--- src/rtl/ling16_csum_arbiter.sv ---
// Round-robin checksum engine: NREQ requesters share one 16-bit
// end-around-carry Ling adder that folds each burst into a one's-complement
// (mod 2^16-1) sum, returned with the requester id and a saturating beat count.

// Ling-recurrence adder with end-around carry. The first pass finds the
// carry-out with no carry-in; the second pass feeds that carry back into
// bit 0. This equals "subtract 0xFFFF when the sum reaches 0x10000", and
// the folded-back carry can never overflow a second time.
module ling16_eac_adder (
  input  logic [15:0] a,
  input  logic [15:0] b,
  output logic [15:0] sum
);

  logic [15:0] g;
  logic [15:0] t;
  logic [15:0] x;
  logic [15:0] h0;
  logic [15:0] h1;
  logic [15:0] c;
  logic        cout;

  // Ling pseudo-carries H_i = g_i | t_{i-1} & H_{i-1}; the real carry is t_i & H_i
  always_comb begin
    g    = a & b;
    t    = a | b;
    x    = a ^ b;
    h0   = '0;
    h1   = '0;
    c    = '0;
    h0[0] = g[0];
    for (int i = 1; i < 16; i++) begin
      h0[i] = g[i] | (t[i-1] & h0[i-1]);
    end
    cout  = t[15] & h0[15];
    h1[0] = g[0] | cout;
    for (int i = 1; i < 16; i++) begin
      h1[i] = g[i] | (t[i-1] & h1[i-1]);
    end
    c[0] = cout;
    for (int i = 1; i < 16; i++) begin
      c[i] = t[i-1] & h1[i-1];
    end
    sum = x ^ c;
  end

endmodule

module ling16_csum_arbiter #(
  parameter  int NREQ = 4,
  localparam int IDW  = (NREQ > 1) ? $clog2(NREQ) : 1
) (
  input  logic               clk,
  input  logic               rst_n,
  input  logic [NREQ-1:0]    req_valid,
  input  logic [16*NREQ-1:0] req_data,
  input  logic [NREQ-1:0]    req_last,
  output logic [NREQ-1:0]    req_ready,
  output logic               res_valid,
  input  logic               res_ready,
  output logic [15:0]        res_sum,
  output logic [IDW-1:0]     res_id,
  output logic [7:0]         res_beats
);

  typedef enum logic [1:0] {
    ST_IDLE,
    ST_BUSY,
    ST_OUT
  } state_t;

  state_t         state;
  logic [IDW-1:0] ptr;
  logic [IDW-1:0] grant;
  logic [15:0]    acc;
  logic [7:0]     beats;

  logic [IDW-1:0] next_grant;
  logic [IDW-1:0] cand;
  logic           any_valid;
  logic [15:0]    sel_word;
  logic [15:0]    acc_next;
  logic [7:0]     beats_next;
  logic           beat_fire;

  // Pick the nearest valid requester after ptr, wrapping; scanning from the
  // farthest candidate down lets the nearest one overwrite the others
  always_comb begin
    next_grant = '0;
    any_valid  = 1'b0;
    cand       = '0;
    for (int k = NREQ; k >= 1; k--) begin
      cand = IDW'((int'(ptr) + k) % NREQ);
      if (req_valid[cand]) begin
        next_grant = cand;
        any_valid  = 1'b1;
      end
    end
  end

  // Route the granted requester's word to the shared adder
  always_comb begin
    sel_word = '0;
    for (int i = 0; i < NREQ; i++) begin
      if (grant == IDW'(i)) begin
        sel_word = req_data[16*i +: 16];
      end
    end
  end

  ling16_eac_adder u_adder (
    .a   (acc),
    .b   (sel_word),
    .sum (acc_next)
  );

  assign beats_next = (beats == 8'hFF) ? beats : beats + 8'd1;
  assign beat_fire  = (state == ST_BUSY) && req_ready[grant] && req_valid[grant];

  // Arbitrate, accumulate the granted burst, then hold the result until taken
  always_ff @(posedge clk or negedge rst_n) begin
    if (!rst_n) begin
      state     <= ST_IDLE;
      ptr       <= IDW'(NREQ - 1);
      grant     <= '0;
      acc       <= '0;
      beats     <= '0;
      req_ready <= '0;
      res_valid <= 1'b0;
      res_sum   <= '0;
      res_id    <= '0;
      res_beats <= '0;
    end else begin
      case (state)
        ST_IDLE: begin
          if (any_valid) begin
            grant     <= next_grant;
            ptr       <= next_grant;
            acc       <= '0;
            beats     <= '0;
            req_ready <= NREQ'(1) << next_grant;
            state     <= ST_BUSY;
          end
        end
        ST_BUSY: begin
          if (beat_fire) begin
            acc   <= acc_next;
            beats <= beats_next;
            if (req_last[grant]) begin
              req_ready <= '0;
              res_valid <= 1'b1;
              res_sum   <= acc_next;
              res_id    <= grant;
              res_beats <= beats_next;
              state     <= ST_OUT;
            end
          end
        end
        ST_OUT: begin
          if (res_ready) begin
            res_valid <= 1'b0;
            state     <= ST_IDLE;
          end
        end
        default: begin
          req_ready <= '0;
          res_valid <= 1'b0;
          state     <= ST_IDLE;
        end
      endcase
    end
  end

endmodule
--- config.mk ---
export PLATFORM = sky130hd
export DESIGN_NAME = ling16_csum_arbiter
export DESIGN_NICKNAME = d
export VERILOG_FILES = /design/src/rtl/ling16_csum_arbiter.sv
export SDC_FILE = /design/constraint.sdc
export NUM_CORES = 1
export LEC_CHECK = 0
export CAP_MARGIN = 20
export CORE_MARGIN = 10
export CORE_UTILIZATION = 42
export CTS_CLUSTER_SIZE = 28
export DETAILED_ROUTE_END_ITERATION = 7
export GPL_TIMING_DRIVEN = 1
export MAX_ROUTING_LAYER = met4
export PLACE_DENSITY = 0.73
export RECOVER_POWER = 25
export SLEW_MARGIN = 15
export SYNTH_ARGS = -nofsm -noshare
export SYNTH_HDL_FRONTEND = slang
export SYNTH_SLANG_ARGS = --single-unit
export TNS_END_PERCENT = 20
--- constraint.sdc ---
create_clock -name clk -period 20.8 [get_ports clk]
set_clock_uncertainty 0.05 [all_clocks]
set_input_delay 4.16 -clock clk [delete_from_list [all_inputs] [get_ports clk]]
set_output_delay 4.16 -clock clk [all_outputs]
set_load 0.05 [all_outputs]
==> run metrics <==
total routing usage reported by global routing=0.154; post-layout util=0.584; cell mode on critical path=sky130_fd_sc_hd__fa_1; Die Span X=~120 um; violated checks=capacitance limit, slew limit; CTS hold repair buffers=0; Synth Warn #=0; proportion of synthesized chip area in sequential cells=0.377; fraction of synthesized cell area taken by the top area cell type=0.364; sum of net half-perimeters after detailed placement=about 8000 um; global-route wire length before repair=~17000 um; Async SR Flop Fraction=1.00; Design Power=0.765 mW; max-slew violation count=62; die area=14000 um2; origin of the critical flop-to-flop path=grant[1]; Synth Flop Type=sky130_fd_sc_hd__dfrtp_1; accumulated negative setup slack=0 ps; Worst R2R Path Depth=26; final net count=between 500 and 600; metal3 WL=492 um; insertion delay of the later-clocked pin in the worst-skew pair=340 ps; violation count after the first detailed-routing iteration=176; total standard cell area after synthesis=4050 um2; number of buffer and inverter instances along the worst setup path=4; cell type contributing the most total cell area after synthesis=sky130_fd_sc_hd__dfrtp_1; largest incremental delay on the critical path=510 ps; Max Used Layer=met4; Mapped Cells=363; Port Buf Inserts=105; antenna violations before repair=0; Synth cell types=between 40 and 50; slowest stage cell, crit path=sky130_fd_sc_hd__mux4_2; most frequent standard cell in the layout excluding fill and tap cells=sky130_fd_sc_hd__clkdlybuf4s50_1; maximum number of buffers from clock root to sink=2; via total after detailed routing=3129; setup repair after global routing missed its margin=no; Pwr per Cell Area=~140 nW/um2; DR WL met2=5340 um; max-cap viol count=1; endpoint of the most critical register-to-register path=res_sum[14]; Top-Level Pins=between 100 and 150; share of the cycle needed by the critical path after routing=0.534; count of inserted antenna diode cells=0; timing startpoint of the critical path=req_data[48]; via density per instance=5.19; peak supply drop=0.0576 mV; crit path max fanout=2; startpoint types=input port; Antenna Violating Nets Remaining=0; Core Area=9330 um2; run status=finished with violations; y dimension of the die=118 um; commonest cells after routing, fill and taps aside=104 x sky130_fd_sc_hd__clkdlybuf4s50_1, 59 x sky130_fd_sc_hd__dfrtp_1, 48 x sky130_fd_sc_hd__inv_1; largest net degree at the start of global routing=62; CTS tree=done; setup violators final=0; total clock sinks=61; slack of the critical path=approximately 9700 ps; endpoint class of the critical path=flop; slew of the pin with the lowest slew margin=3250 ps; CTS root buffer=sky130_fd_sc_hd__clkbuf_8; reg-to-reg slack, setup=about 13000 ps; Crit path max-delay family=adder cells; maximum operating frequency=~90 MHz; cell types with the largest area share after synthesis=sky130_fd_sc_hd__dfrtp_1 36%, sky130_fd_sc_hd__ha_1 9.9%, sky130_fd_sc_hd__mux4_2 9.4%; area growth from synthesis to layout=34.4%; final global-route overflow total=0; number of nets produced by synthesis=485; headroom to the max-slew limit=-1.17; Data arrival, critical path=~11000 ps; Reg clk slew, reported paths=70 ps; Core Rows=35; Wirelength per Cell=17.1 um; final worst path period need=approximately 11000 ps; routability cong.=0.861; quantity of gates resized following cts=0; Fin. Hold Viols=0; destination of the critical timing path=res_sum[14]; number of buffers created by CTS=9; TritonRoute pass-1 iters=4; hold slack final=about 440 ps; H-Tree Depth=3; starting density of the core=0.434; Residual DRC=0; total detailed-routing wirelength=10300 um; number of enable flip-flop cells after synthesis=0; Synth Register Bits=61; Min-Delay Path Class=reg2reg; critical path type=in2reg; post-CTS setup buffer count=0; vias in the first global route=approximately 3500; proportion of layout cells with a drive suffix above 1=0.122; number of gates on the worst path with buffers counted=27; leakage component of the power=2.41 nW; mean instance size in the synthesized netlist=~11 um2; met1 routed wirelength after detailed routing=4300 um; Worst EP required=20980 ps; worst slack, placed=9340 ps
[per-stage QoR]
stage          instances  cell area (um2)
2_1_floorplan        363             4050
3_3_place_gp         586             5200
3_5_place_dp         586             5210
4_1_cts              602             5430
5_1_grt              603             5450
6_report             603             5450
[worst reg2reg max path, stage by stage (launching register included)]
cell                       delay, ps
sky130_fd_sc_hd__dfrtp_1        1020
sky130_fd_sc_hd__mux4_2          470
sky130_fd_sc_hd__ha_1            210
sky130_fd_sc_hd__nor2_1           90
sky130_fd_sc_hd__nor2_1           50
sky130_fd_sc_hd__o311ai_0        320
sky130_fd_sc_hd__a311oi_1        140
sky130_fd_sc_hd__nor2_1          180
sky130_fd_sc_hd__fa_1            240
sky130_fd_sc_hd__fa_1            200
sky130_fd_sc_hd__fa_1            180
sky130_fd_sc_hd__fa_1            160
sky130_fd_sc_hd__inv_1            50
sky130_fd_sc_hd__fa_1            390
sky130_fd_sc_hd__fa_1            410
sky130_fd_sc_hd__fa_1            390
sky130_fd_sc_hd__fa_1            420
sky130_fd_sc_hd__fa_1            430
sky130_fd_sc_hd__fa_1            420
sky130_fd_sc_hd__fa_1            390
sky130_fd_sc_hd__fa_1            370
sky130_fd_sc_hd__inv_1            80
sky130_fd_sc_hd__fa_1            180
sky130_fd_sc_hd__fa_1            160
sky130_fd_sc_hd__inv_1            50
sky130_fd_sc_hd__fa_1            450
sky130_fd_sc_hd__mux2_2          270
[how the worst min path moves through the flow]
stage                      endpoint      start  depth (start not counted)
final                     res_valid  res_valid                          1
after global routing      res_valid  res_valid                          1
after CTS                 res_valid  res_valid                          1
after detailed placement  res_valid  res_valid                          1
after global placement    res_valid  res_valid                          1
after floorplan              ptr[0]     ptr[0]                          2
[cell usage after synthesis, drive strengths merged, types with 2 or more instances]
cell type,count
a211o,3
a21o,5
a21oi,15
a22o,5
a31oi,3
and3,2
buf,11
clkbuf,3
dfrtp,59
dfstp,2
fa,15
ha,32
inv,48
mux2,15
mux2i,10
mux4,17
nand2,19
nand2b,6
nand3,11
nand4,2
nor2,21
nor2b,4
nor3,9
o21ai,15
o22ai,2
o31ai,10
xnor2,2
xor2,3
[per-layer routing]
| metal | up-vias | GRT usage |
|---|---|---|
| met3 | 15 | 0.0362 |
| li1 | 1464 | - |
| met5 | - | - |
| met4 | 0 | 0.0556 |
| met2 | 86 | 0.262 |
| met1 | 1564 | 0.172 |
[power breakdown]
part | leakage [nW] | switching (mW) | total [mW] | internal (mW)
logic | 1.53 | 0.257 | 0.442 | 0.184
registers | 0.767 | 0.0407 | 0.203 | 0.162
clock network | 0.116 | 0.0473 | 0.121 | 0.0737
[cell families after synthesis]
| kind of cell | count (synthesis) | synth area share |
|---|---|---|
| AND/OR/NAND/NOR | 79 | 0.0966 |
| AO/OA/AOI/OAI | 67 | 0.108 |
| buffers and inverters | 62 | 0.0658 |
| flip-flops | 61 | 0.377 |
| adder cells (fa/ha/maj) | 47 | 0.173 |
| multiplexers | 42 | 0.168 |
| XOR/XNOR | 5 | 0.0108 |
[flip-flops by register name, summed over array words and instances, names as in the netlist]
| name | flops |
|---|---|
| res_id | 2 |
| ptr | 2 |
| state | 2 |
| beats | 8 |
| req_ready | 4 |
| grant | 2 |
| res_valid | 1 |
| res_sum | 16 |
| res_beats | 8 |
| acc | 16 |
[area by class of cell]
type / count / area (um2)
inverter: 48 / 180
multi-input combinational: 240 / 2270
clock inverter: 4 / 70.1
sequential: 61 / 1530
tap: 129 / 161
clock buffer: 12 / 155
timing repair buffer: 109 / 1080
fill: 815 / 3880
(Power assumes the default switching activity.)
